--- src/rtl/mixcolumns_seq.sv ---
// Forward AES MixColumns engine, iterating COLS_PER_CYCLE columns per clock
// over one 128-bit state, with valid/ready handshakes on input and output.
module mixcolumns_seq #(
    parameter int unsigned COLS_PER_CYCLE = 1
) (
    input  logic         clk,
    input  logic         rst,
    input  logic [127:0] in_state,
    input  logic         in_valid,
    output logic         in_ready,
    output logic [127:0] out_state,
    output logic         out_valid,
    input  logic         out_ready
);

    localparam int unsigned NUM_COLS = 4;
    localparam int unsigned COL_W    = 32;
    localparam int unsigned STATE_W  = NUM_COLS * COL_W;
    localparam int unsigned N        = NUM_COLS / COLS_PER_CYCLE;
    localparam int unsigned CNT_W    = 2;
    localparam logic [CNT_W-1:0] LAST_CNT = CNT_W'(N - 1);

    // Only 1, 2 or 4 columns per cycle divide the state evenly.
    generate
        if (!(COLS_PER_CYCLE == 1 || COLS_PER_CYCLE == 2 || COLS_PER_CYCLE == 4)) begin : g_bad_cpc
            $error("mixcolumns_seq: COLS_PER_CYCLE must be 1, 2 or 4");
        end
    endgenerate

    typedef enum logic [1:0] {
        IDLE = 2'd0,
        BUSY = 2'd1,
        DONE = 2'd2
    } state_t;

    state_t               state_q, state_d;
    logic [CNT_W-1:0]     cnt_q, cnt_d;
    logic [STATE_W-1:0]   work_q, work_d;

    // Multiply by x in GF(2^8) modulo 0x11b.
    function automatic logic [7:0] xt(input logic [7:0] x);
        return {x[6:0], 1'b0} ^ (x[7] ? 8'h1b : 8'h00);
    endfunction

    // One column times the fixed MixColumns matrix; row 0 is the MSB byte.
    function automatic logic [31:0] mix_col(input logic [31:0] col);
        logic [7:0] a0, a1, a2, a3;
        logic [7:0] b0, b1, b2, b3;
        a0 = col[31:24];
        a1 = col[23:16];
        a2 = col[15:8];
        a3 = col[7:0];
        b0 = xt(a0) ^ xt(a1) ^ a1 ^ a2 ^ a3;
        b1 = a0 ^ xt(a1) ^ xt(a2) ^ a2 ^ a3;
        b2 = a0 ^ a1 ^ xt(a2) ^ xt(a3) ^ a3;
        b3 = xt(a0) ^ a0 ^ a1 ^ a2 ^ xt(a3);
        return {b0, b1, b2, b3};
    endfunction

    // Next-state logic: accept in IDLE, transform the counter's column group in BUSY, hold in DONE.
    always_comb begin
        state_d = state_q;
        cnt_d   = cnt_q;
        work_d  = work_q;
        case (state_q)
            IDLE: begin
                if (in_valid) begin
                    work_d  = in_state;
                    cnt_d   = '0;
                    state_d = BUSY;
                end
            end
            BUSY: begin
                for (int c = 0; c < int'(NUM_COLS); c++) begin
                    if (CNT_W'(c / int'(COLS_PER_CYCLE)) == cnt_q) begin
                        work_d[STATE_W-1-COL_W*c -: COL_W] = mix_col(work_q[STATE_W-1-COL_W*c -: COL_W]);
                    end
                end
                cnt_d = cnt_q + CNT_W'(1);
                if (cnt_q == LAST_CNT) begin
                    state_d = DONE;
                end
            end
            DONE: begin
                if (out_ready) begin
                    state_d = IDLE;
                end
            end
            default: begin
                state_d = IDLE;
            end
        endcase
    end

    // State, counter, working register and registered handshake flags.
    always_ff @(posedge clk) begin
        if (rst) begin
            state_q   <= IDLE;
            cnt_q     <= '0;
            work_q    <= '0;
            in_ready  <= 1'b1;
            out_valid <= 1'b0;
        end else begin
            state_q   <= state_d;
            cnt_q     <= cnt_d;
            work_q    <= work_d;
            in_ready  <= (state_d == IDLE);
            out_valid <= (state_d == DONE);
        end
    end

    assign out_state = work_q;

endmodule

--- config.mk ---
export PLATFORM = sky130hd
export DESIGN_NAME = mixcolumns_seq
export DESIGN_NICKNAME = d
export VERILOG_FILES = /design/src/rtl/mixcolumns_seq.sv
export SDC_FILE = /design/constraint.sdc
export NUM_CORES = 1
export LEC_CHECK = 0
export ABC_AREA = 1
export BUFFER_PORTS_ARGS = -buffer_cell sky130_fd_sc_hd__buf_2
export CAP_MARGIN = 20
export CORE_ASPECT_RATIO = 1.75
export CORE_MARGIN = 5
export CORE_UTILIZATION = 40
export CTS_CLUSTER_SIZE = 16
export DETAILED_ROUTE_END_ITERATION = 6
export PLACE_DENSITY = 0.61
export SLEW_MARGIN = 20
export SYNTH_ARGS = -nofsm -noshare
export SYNTH_HDL_FRONTEND = slang
export SYNTH_SLANG_ARGS = --single-unit
--- constraint.sdc ---
create_clock -name clk -period 3.8 [get_ports clk]
set_input_delay 0.76 -clock clk [delete_from_list [all_inputs] [get_ports clk]]
set_output_delay 0.76 -clock clk [all_outputs]
set_load 0.02 [all_outputs]
=== After elaboration in Yosys (flattened, before gate mapping) ===
Index checks and enable logic that the tools add are counted.
W data, S select, Z words.

* Add/sub/neg operators: 1
* Eq/ne operators: 12
* Multiplexer cells: 28
* Bitwise gates (word level): 80
* Reductions and logical operators: 9

{| class="wikitable"
|+ Operators by type and width
! cell !! count
|-
| $xor A8 B8 Y8 || 64
|-
| $pmux W128 S2 || 1
|-
| $mux W128 || 1
|-
| $mux W32 || 4
|-
| $xor A8 B5 Y8 || 16
|-
| $mux W5 || 16
|-
| $reduce_and A3 Y1 || 4
|-
| $ne A2 B2 Y1 const B || 5
|-
| $mux W2 || 4
|-
| $eq A2 B2 Y1 const B || 3
|-
| $logic_not A2 Y1 || 3
|-
| $pmux W2 S3 || 1
|-
| $eq A2 B2 Y1 const A || 2
|-
| $pmux W2 S2 || 1
|-
| $add A2 B1 Y2 const B || 1
|-
| $eq A1 B2 Y1 const A || 1
|-
| $eq A2 B1 Y1 const B || 1
|-
| $reduce_and A2 Y1 || 1
|-
| $reduce_bool A2 Y1 || 1
|}

* Register bits: 134
* Input port bits: 132
* Output and inout bits: 130
* Logic and storage cells: 138

=== Longest topological paths before layout ===
Gate-level depths: netlist of the first run.

* Depth in word-level cells: 8
* Mapped depth: 11
* Mapped depth without buffers: 10

=== Worst setup path after synthesis of the first run ===
No wires, ideal clock.

* Kind: input-to-reg
* Start: input port in_valid
* End: register work_q[41], in the netlist out_state[41]
* Data arrival time: 1.632 ns
* Setup slack: 2.036 ns
* Stages: 7
* Cell sequence: o21ai_1 inv_2 o21ai_2 clkbuf_1 nor2_1 nand2_1 a21oi_1

* Word-level cells in the longest chain between the ends: 2

{| class="wikitable"
|+ Ends and longest elaborated chain
! what !! RTL line !! RTL
|-
| start: declaration || 9 || <nowiki>input logic in_valid,</nowiki>
|-
| $ne A2 B2 Y1 (no line) || -- ||
|-
| $reduce_and A3 Y1 (no line) || -- ||
|-
| end signal: assignment || 106 || <nowiki>work_q <= work_d;</nowiki>
|-
| end: declaration || 38 || <nowiki>logic [STATE_W-1:0] work_q, work_d;</nowiki>
|}

Every way passes these cells.
A chain may end at the register's enable or synchronous reset.

=== Final worst setup path of the first run ===
* Start: register work_q[55], in the netlist out_state[55]
* End: output port out_state[55]

{| class="wikitable"
|+ RTL lines
! what !! RTL line !! RTL
|-
| end: declaration || 11 || <nowiki>output logic [127:0] out_state,</nowiki>
|}

No word-level cell between the ends.

==> impl_metrics.env, run 1 <==
export IMPL_status="finished clean"
export IMPL_layout_min_cycle_time_ns=2.21
export IMPL_grt_start_max_net_pins=131
export IMPL_root_buffer="clkbuf_16"
export IMPL_synth_fa_ha_area_share_pct=0.376
export IMPL_clk_pin_slew_worst_paths_ns=0.06
export IMPL_cts_sinks=134
export IMPL_ys_async_sr_fraction_pct=0
export IMPL_placed_area_um2=14600
export IMPL_cp_start_kind="register"
export IMPL_layout_nets=2934
export IMPL_clk_latency_ns=0.45
export IMPL_grt_pass1_wl_um=72000
export IMPL_antenna_found_initial=1
export IMPL_p_per_area_nw_per_um2=439
export IMPL_ctsResizeCount=0
export IMPL_final_cells=3217
export IMPL_grt_usage_pct=23.2
export IMPL_postRouteAntennaNets=0
export IMPL_synth_common_cells="1340 x nand2_1, 294 x nor2_1, 247 x nand3_1"
export IMPL_die_h_um=251
export IMPL_yosysMostFrequentCell="nand2_1"
export IMPL_globalplace_congestion=0.899
export IMPL_finalHoldViolCount=0
export IMPL_design_area_um2=15300
export IMPL_synth_simple_area_share_pct=56.7
export IMPL_synth_seq_cells=134
export IMPL_synth_area_leaders="nand2_1 38%, dfxtp_1 20%, nand3_1 9.3%, nor2_1 8.3%, a21oi_1 5.6%"
export IMPL_crit_required_ns=3.04
export IMPL_dpl_hpwl_um=33100
export IMPL_core_um2=32900
export IMPL_setup_viol=0
export IMPL_synth_compound_area_share_pct=7.06
export IMPL_via_count=16200
export IMPL_max_freq_mhz=453
export IMPL_syn_num_nets=2785
export IMPL_start_util_pct=40.4
export IMPL_cts_buffers=17
export IMPL_worstPathArrival_ns=1.45
export IMPL_dpl_worst_slack_ns=1.36
export IMPL_fill_cells=3683
export IMPL_post_synth_top_area_cell="nand2_1"
export IMPL_hold_class="reg2reg"
export IMPL_synth_edf_count=0
export IMPL_min_from="cnt_q[1]$_SDFFE_PP0P_"
export IMPL_viasPerCell=5.04
export IMPL_syn_inst=2649
export IMPL_dr_pass1_iters=5
export IMPL_die_area_um2=37200
export IMPL_fin_tns_setup_ns=0
export IMPL_wl_um=44500
export IMPL_dp_cells=3184
export IMPL_synth_top_area_share_pct=37.8
export IMPL_synth_area_mux_share_pct=0
export IMPL_drive_above_1_share_pct=11.2
export IMPL_cp_max_fo=13
export IMPL_max_slew_worst_pin_slew_ns=1.02
export IMPL_synth_top_family_by_area="simple AND/OR/NAND/NOR gates"
export IMPL_syn_area_um2=13300
export IMPL_drv_slew=0
export IMPL_synth_ff_type="dfxtp_1"
export IMPL_ys_warnings_count=0
export IMPL_leakage_nw=8.41
export IMPL_first_global_vias=15300
export IMPL_crit_start="out_state[55]$_SDFFE_PP0P_"
export IMPL_layout_setup_ws_ns=1.59
export IMPL_holdWs_ns=0.522
export IMPL_path_cells="buf_2"
export IMPL_critPathKind="reg2out"
export IMPL_cpLargestDelayFamily="flip-flops"
export IMPL_fp_dieW_um=148
export IMPL_max_slew_margin_rel_pct=32.0
export IMPL_cts_max_level=4
export IMPL_finalCritPeriodShare_pct=58.1
export IMPL_cp_num_buf_inv=1
export IMPL_cp_end_kind="output pin"
export IMPL_io_buffers=261
export IMPL_cp_slowest_cell="dfxtp_1"
export IMPL_synth_cell_types=23
export IMPL_fin_skew_ns=0.0120
export IMPL_hold_buffers=0
export IMPL_synth_xor_area_share_pct=5.33
export IMPL_worstReg2RegStart="cnt_q[0]$_SDFFE_PP0P_"
export IMPL_drc=0
export IMPL_peakVddDrop_mv=0.334
export IMPL_cts_tree="yes"
export IMPL_overflow=0
export IMPL_clk_path_buf_depth=2
export IMPL_io_pins=262
export IMPL_drv_cap=0
export IMPL_routedWlPerCell_um=13.8
export IMPL_std_cell_rows=88
export IMPL_worst_path_largest_cell_delay_ns=0.71
export IMPL_drt_iter0_drc=756
export IMPL_syn_to_final_growth_pct=14.7
export IMPL_ys_seq_area_share_pct=20.1
export IMPL_synth_avg_cell_area_um2=5.03
export IMPL_rsz0062_at_grt="no"
export IMPL_post_cts_repair_setup_buffers=0
worst paths after layout:
kind / endpoint / slack (ns) / cells past startpoint
worst min register to register: cnt_q[1]$_SDFFE_PP0P_ / 0.52 / 2
worst min-delay path: cnt_q[1]$_SDFFE_PP0P_ / 0.52 / 2
worst max-delay path: out_state[55] / 1.59 / 1
worst max register to register: out_state[109]$_SDFFE_PP0P_ / 1.60 / 7
cell type report:
class | instances | area, µm² | area share, %
clock inverter | 7 | 138 | 0.901
sequential | 134 | 2680 | 17.6
clock buffer | 25 | 526 | 3.44
timing repair buffer | 267 | 1390 | 9.11
antenna | 1 | 2.50 | 0.0164
tap | 405 | 507 | 3.32
multi-input combinational | 2176 | 9270 | 60.7
inverter | 202 | 758 | 4.96
power breakdown:
part / internal, mW / switching (mW)
sequential: 1.56 / 0.396
combinational: 1.02 / 1.83
clock: 1.22 / 0.690
stage by stage:
step                power [mW]  util, %
floorplan                 4.09        -
global placement          4.75     44.4
detailed placement        4.82     44.4
CTS                       6.76     46.4
global route              7.25     46.4
finish                    6.71     46.4
metal layers:
metal | global-route usage, % | wire [µm] | share of wire (%)
met2 | 44.8 | 23700 | 53
met1 | 24.5 | 17400 | 39
met4 | 11.0 | 1530 | 3.4
met3 | 3.03 | 1840 | 4.1
met5 | 0 | 18 | 0.040
cell usage in the layout (no fill, tap or decap), drive strengths merged:
master,instances
nand2,1340
nor2,295
buf,267
nand3,247
inv,199
a21oi,148
dfxtp,134
xnor2,41
xor2,40
o21ai,36
clkbuf,25
nand3b,15
or2,8
clkinv,5
ha,4
bufinv,4
diode,1
o31ai,1
nand2b,1
clkinvlp,1
sequential cells by signal (all words and copies together) (netlist names):
name       count
out_state    128
cnt_q          2
state_q        2
in_ready       1
out_valid      1
kinds of logic after synthesis:
group,count (synthesis)
AO/OA/AOI/OAI,185
XOR/XNOR,81
adder cells (fa/ha/maj),4
buffers and inverters,339
flip-flops,134
AND/OR/NAND/NOR,1906
(Power assumes the default switching activity.)
==> run 2: changes to the inputs <==
==> constraint.sdc (replaced) <==
create_clock -name clk -period 2.1 [get_ports clk]
set_input_delay 0.42 -clock clk [delete_from_list [all_inputs] [get_ports clk]]
set_output_delay 0.42 -clock clk [all_outputs]
set_load 0.02 [all_outputs]
==> run 2 against run 1 <==
Compared with the run above:
- die area is the same
- non-clock buffer count grew 31
- via count grew 1.2%
- worst hold slack lost 0.25 ns
- largest power group unchanged
- critical path depth grew 6
- final cell count grew 0.99%
- critical path type is now reg2reg
- worst setup slack lost 1.4 ns
- combinational power grew 89%
- total power grew 78%
- global-route usage is essentially flat
- sequential share of layout area shrank 0.28 points
==> impl_metrics.env, run 2 (synthesis gave the netlist of run 1 again) <==
export IMPL_hold_buffers=0
export IMPL_cp_start_kind="register"
export IMPL_fp_dieW_um=148
export IMPL_max_freq_mhz=535
export IMPL_overflow=0
export IMPL_drv_cap=0
export IMPL_postRouteAntennaNets=0
export IMPL_holdPathEnd="out_state[17]$_SDFFE_PP0P_"
export IMPL_final_cells=3249
export IMPL_clk_latency_ns=0.45
export IMPL_drt_iter0_drc=813
export IMPL_start_util_pct=40.4
export IMPL_fin_skew_ns=0.0102
export IMPL_reg2reg_depth=7
export IMPL_dpl_hpwl_um=34100
export IMPL_routedWlPerCell_um=13.8
export IMPL_rsz0062_at_grt="no"
export IMPL_dr_pass1_iters=5
export IMPL_rrSetupSlack_ns=0.23
export IMPL_critPathKind="reg2reg"
export IMPL_io_buffers=261
export IMPL_fin_util_pct=47.1
export IMPL_die_area_um2=37200
export IMPL_r2r_end="out_state[99]$_SDFFE_PP0P_"
export IMPL_viasPerCell=5.05
export IMPL_drive_above_1_share_pct=12.1
export IMPL_layout_min_cycle_time_ns=1.87
export IMPL_worstPathArrival_ns=2.19
export IMPL_peakVddDrop_mv=0.672
export IMPL_clk_pin_slew_worst_paths_ns=0.06
export IMPL_io_pins=262
export IMPL_status="finished clean"
export IMPL_worstReg2RegStart="cnt_q[0]$_SDFFE_PP0P_"
export IMPL_cts_buffers=17
export IMPL_cts_max_level=4
export IMPL_holdWs_ns=0.277
export IMPL_fill_cells=3596
export IMPL_layout_nets=2965
export IMPL_crit_required_ns=2.42
export IMPL_cts_sinks=134
export IMPL_grt_usage_pct=23.2
export IMPL_grt_pass1_wl_um=71700
export IMPL_max_slew_worst_pin_slew_ns=0.667
export IMPL_ctsResizeCount=0
export IMPL_grt_start_max_net_pins=98
export IMPL_globalplace_congestion=0.887
export IMPL_dp_cells=3215
export IMPL_leakage_nw=8.56
export IMPL_max_slew_margin_rel_pct=55.4
export IMPL_hold_class="in2reg"
export IMPL_p_per_area_nw_per_um2=770
export IMPL_drc=0
export IMPL_finalCritPeriodShare_pct=89.0
export IMPL_antenna_found_initial=1
export IMPL_setup_viol=0
export IMPL_first_global_vias=15200
export IMPL_via_count=16400
export IMPL_die_h_um=251
export IMPL_final_common_cell="nand2_1"
export IMPL_drv_slew=0
export IMPL_final_cell_mix="1340 x nand2_1, 294 x nor2_1, 260 x buf_2"
export IMPL_clk_path_buf_depth=2
export IMPL_holdPathStages=3
export IMPL_cp_max_fo=21
export IMPL_cp_slowest_cell="o21ai_4"
export IMPL_core_um2=32900
export IMPL_finalHoldViolCount=0
export IMPL_min_from="in_state[17]"
export IMPL_wl_um=44700
export IMPL_worst_path_largest_cell_delay_ns=0.56
export IMPL_path_cells="inv_1 -> ha_1 -> o21ai_4 -> buf_4 -> nor2_1 -> o21ai_0 -> a21oi_1"
export IMPL_post_cts_repair_setup_buffers=0
export IMPL_fin_tns_setup_ns=0
export IMPL_largest_reg_flops=128
export IMPL_root_buffer="clkbuf_16"
export IMPL_std_cell_rows=88
export IMPL_syn_to_final_growth_pct=16.6
export IMPL_cts_tree="yes"
export IMPL_cp_end_kind="register"
[run 2: changes by cell type in the layout (fill, tap and decap cells not counted), sizes merged]
| cell | delta |
|---|---|
| buf | +31 |
| bufinv | -2 |
| diode | +2 |
| clkbuf | -1 |
| clkinv | +1 |
| clkinvlp | +1 |
[run 2: cell type report]
type | instances | area (µm²) | area share [%]
antenna | 3 | 7.51 | 0.0484
timing repair buffer | 298 | 1700 | 10.9
clock buffer | 24 | 502 | 3.23
clock inverter | 7 | 93.8 | 0.605
multi-input combinational | 2176 | 9270 | 59.7
inverter | 202 | 758 | 4.89
sequential | 134 | 2680 | 17.3
tap | 405 | 507 | 3.26
[run 2: critical path: cells and delay by family (launching register included)]
kind | cells | cell delay [ns]
fa+ha+maj | 1 | 0.23
flops | 1 | 0.39
compound gates | 3 | 0.72
buf+inv | 2 | 0.35
simple gates | 1 | 0.04
[run 2: worst max-delay path by stage]
stage / start / end / slack [ns] / depth (start not counted)
after floorplan: out_state[27]$_SDFFE_PP0P_ / out_state[4]$_SDFFE_PP0P_ / 0.64 / 10
after global placement: cnt_q[0]$_SDFFE_PP0P_ / out_state[97]$_SDFFE_PP0P_ / 0.28 / 7
after detailed placement: cnt_q[0]$_SDFFE_PP0P_ / out_state[99]$_SDFFE_PP0P_ / 0.23 / 7
after CTS: cnt_q[0]$_SDFFE_PP0P_ / out_state[99]$_SDFFE_PP0P_ / 0.21 / 7
after global routing: cnt_q[0]$_SDFFE_PP0P_ / out_state[99]$_SDFFE_PP0P_ / 0.09 / 7
final: cnt_q[0]$_SDFFE_PP0P_ / out_state[99]$_SDFFE_PP0P_ / 0.23 / 7
[run 2: metal layers]
| layer | GRT usage (%) | share of wire, % | vias to the layer above |
|---|---|---|---|
| met5 | 0 | 0.016 | - |
| met3 | 3.37 | 4.6 | 99 |
| met1 | 24.2 | 39 | 7400 |
| met2 | 45.0 | 53 | 409 |
| li1 | - | - | 8492 |
| met4 | 10.8 | 3.7 | 2 |
[run 2: power by group]
part	switching, mW	internal (mW)	total [mW]
clock	1.24	1.90	3.14
sequential	0.611	2.82	3.43
combinational	3.44	1.94	5.38
total	5.29	6.65	11.9
[run 2: metrics by stage]
stage | total power [mW] | area, µm² | setup WS (ns)
after floorplan | 7.40 | 13300 | 0.639
after global placement | 8.73 | 14900 | 0.275
after detailed placement | 8.85 | 14900 | 0.231
after CTS | 12.0 | 15500 | 0.215
after global routing | 12.9 | 15500 | 0.0874
final | 11.9 | 15500 | 0.231
==> run 3: changes to the inputs <==
--- a/config.mk
+++ b/config.mk
@@ -13,7 +13,9 @@
 export CORE_UTILIZATION = 40
 export CTS_CLUSTER_SIZE = 16
 export DETAILED_ROUTE_END_ITERATION = 6
+export GPL_TIMING_DRIVEN = 1
 export PLACE_DENSITY = 0.61
+export REMOVE_ABC_BUFFERS = 1
 export SLEW_MARGIN = 20
 export SYNTH_ARGS = -nofsm -noshare
 export SYNTH_HDL_FRONTEND = slang
==> run 3 against run 2 <==
Compared with the run above:
- register-to-register slack improved by 0.09 ns
- final cell count barely moved
- largest power group unchanged
- combinational power barely moved
- clock skew barely moved
- count of clock-buffer cells in the layout fell by 2
- sequential cell count did not move
- highest routed layer unchanged
- sequential share of layout area barely moved
- worst setup slack improved by 0.071 ns
- sequential power barely moved
- non-clock buffer count fell by 1
- die area did not move
==> impl_metrics.env, run 3 (synthesis gave the netlist of run 1 again) <==
export IMPL_status="finished clean"
export IMPL_fin_tns_setup_ns=0
export IMPL_cts_buffers=17
export IMPL_power_mw=12.0
export IMPL_grt_pass1_wl_um=71600
export IMPL_path_cells="buf_4 -> buf_4 -> buf_2"
export IMPL_rrSetupSlack_ns=0.32
export IMPL_fp_dieW_um=148
export IMPL_finalHoldViolCount=0
export IMPL_clk_latency_ns=0.44
export IMPL_grt_start_max_net_pins=71
export IMPL_layout_setup_ws_ns=0.302
export IMPL_cpMostUsedCell="buf_4"
export IMPL_post_cts_repair_setup_buffers=0
export IMPL_worstReg2RegStart="cnt_q[0]$_SDFFE_PP0P_"
export IMPL_cts_tree="yes"
export IMPL_cts_max_level=4
export IMPL_layout_min_cycle_time_ns=1.80
export IMPL_max_freq_mhz=556
export IMPL_setup_viol=0
export IMPL_grt_usage_pct=23.3
export IMPL_holdPathEnd="out_state[57]$_SDFFE_PP0P_"
export IMPL_dp_cells=3214
export IMPL_placed_area_um2=14900
export IMPL_drv_cap=0
export IMPL_leakage_nw=8.55
export IMPL_peakVddDrop_mv=0.627
export IMPL_hold_buffers=0
export IMPL_clk_pin_slew_worst_paths_ns=0.07
export IMPL_critPathKind="reg2out"
export IMPL_antenna_found_initial=6
export IMPL_drv_slew=0
export IMPL_core_um2=32900
export IMPL_die_h_um=251
export IMPL_finalCritPeriodShare_pct=85.6
export IMPL_drive_above_1_share_pct=12.0
export IMPL_rsz0062_at_grt="no"
export IMPL_start_util_pct=40.4
export IMPL_max_slew_margin_rel_pct=62.1
export IMPL_root_buffer="clkbuf_16"
export IMPL_via_count=16200
export IMPL_viasPerCell=4.97
export IMPL_final_common_cell="nand2_1"
export IMPL_io_buffers=261
export IMPL_wl_um=44700
export IMPL_worstPathArrival_ns=1.38
export IMPL_io_pins=262
export IMPL_fin_skew_ns=0.0107
export IMPL_cp_end_kind="output pin"
export IMPL_cts_sinks=134
export IMPL_std_cell_rows=88
export IMPL_cp_start_kind="register"
export IMPL_drt_iter0_drc=860
export IMPL_worst_path_largest_cell_delay_ns=0.47
export IMPL_r2r_end="out_state[117]$_SDFFE_PP0P_"
export IMPL_drc=0
export IMPL_clk_path_buf_depth=2
export IMPL_globalplace_congestion=0.892
export IMPL_routedWlPerCell_um=13.8
export IMPL_postRouteAntennaNets=0
export IMPL_syn_to_final_growth_pct=16.4
export IMPL_overflow=0
export IMPL_hold_class="in2reg"
export IMPL_design_area_um2=15500
export IMPL_reg2reg_depth=7
export IMPL_dpl_worst_slack_ns=0.318
export IMPL_crit_required_ns=1.68
export IMPL_dr_pass1_iters=5
export IMPL_final_cell_mix="1340 x nand2_1, 294 x nor2_1, 260 x buf_2"
export IMPL_min_from="in_state[57]"
export IMPL_largest_reg_flops=128
export IMPL_final_cells=3248
export IMPL_dpl_hpwl_um=34000
export IMPL_max_slew_worst_pin_slew_ns=0.564
export IMPL_die_area_um2=37200
export IMPL_ctsResizeCount=0
export IMPL_cp_max_fo=5
export IMPL_layout_nets=2964
export IMPL_cp_slowest_cell="dfxtp_1"
export IMPL_first_global_vias=14900
export IMPL_holdPathStages=3
export IMPL_p_per_area_nw_per_um2=773
==> run 3: cell type report <==
cell class / instances / area [µm²]
repair buffers: 297 / 1680
fillers: 3677 / 17400
multi-input cells: 2176 / 9270
flip-flops and latches: 134 / 2680
diodes: 3 / 7.51
well taps: 405 / 507
clock inverters: 9 / 125
clock buffers: 22 / 474
inverters: 202 / 758
==> run 3: per-layer routing <==
metal	vias up	track usage [%]	share of wire (%)
met5	-	0	0.076
met4	6	8.01	2.4
met3	71	5.05	6.0
met2	425	44.2	52
met1	7156	25.2	39
li1	8493	-	-
==> run 3: worst max-delay path: cells and delay by family, from the launching register on <==
kind	cells	cell delay, ns
flops	1	0.47
buf+inv	3	0.47
==> run 3: metrics by stage <==
step | hold WS (ns) | utilization (%)
after floorplan | 0.463 | -
after global placement | 0.492 | 45.3
after detailed placement | 0.504 | 45.3
after CTS | 0.261 | 47.1
after global routing | 0.292 | 47.1
final | 0.298 | 47.1
==> run 3: worst max path at each step <==
stage                                        endpoint  cells past startpoint  slack (ns)                        start
final                                  out_state[127]                      3        0.30  out_state[127]$_SDFFE_PP0P_
after global routing       out_state[79]$_SDFFE_PP0P_                      7        0.20        state_q[0]$_SDFF_PP0_
after detailed placement  out_state[117]$_SDFFE_PP0P_                      8        0.32                     in_valid
after floorplan            out_state[86]$_SDFFE_PP0P_                      7       -2.02        state_q[0]$_SDFF_PP0_
after CTS                              out_state[127]                      3        0.29  out_state[127]$_SDFFE_PP0P_
after global placement    out_state[117]$_SDFFE_PP0P_                      8        0.35                     in_valid
==> run 3: where the power goes <==
group	internal [mW]	leakage (nW)	total (mW)	switching, mW
logic	1.93	7.15	5.36	3.43
registers	2.82	1.11	3.42	0.599
clock network	1.95	0.292	3.20	1.25
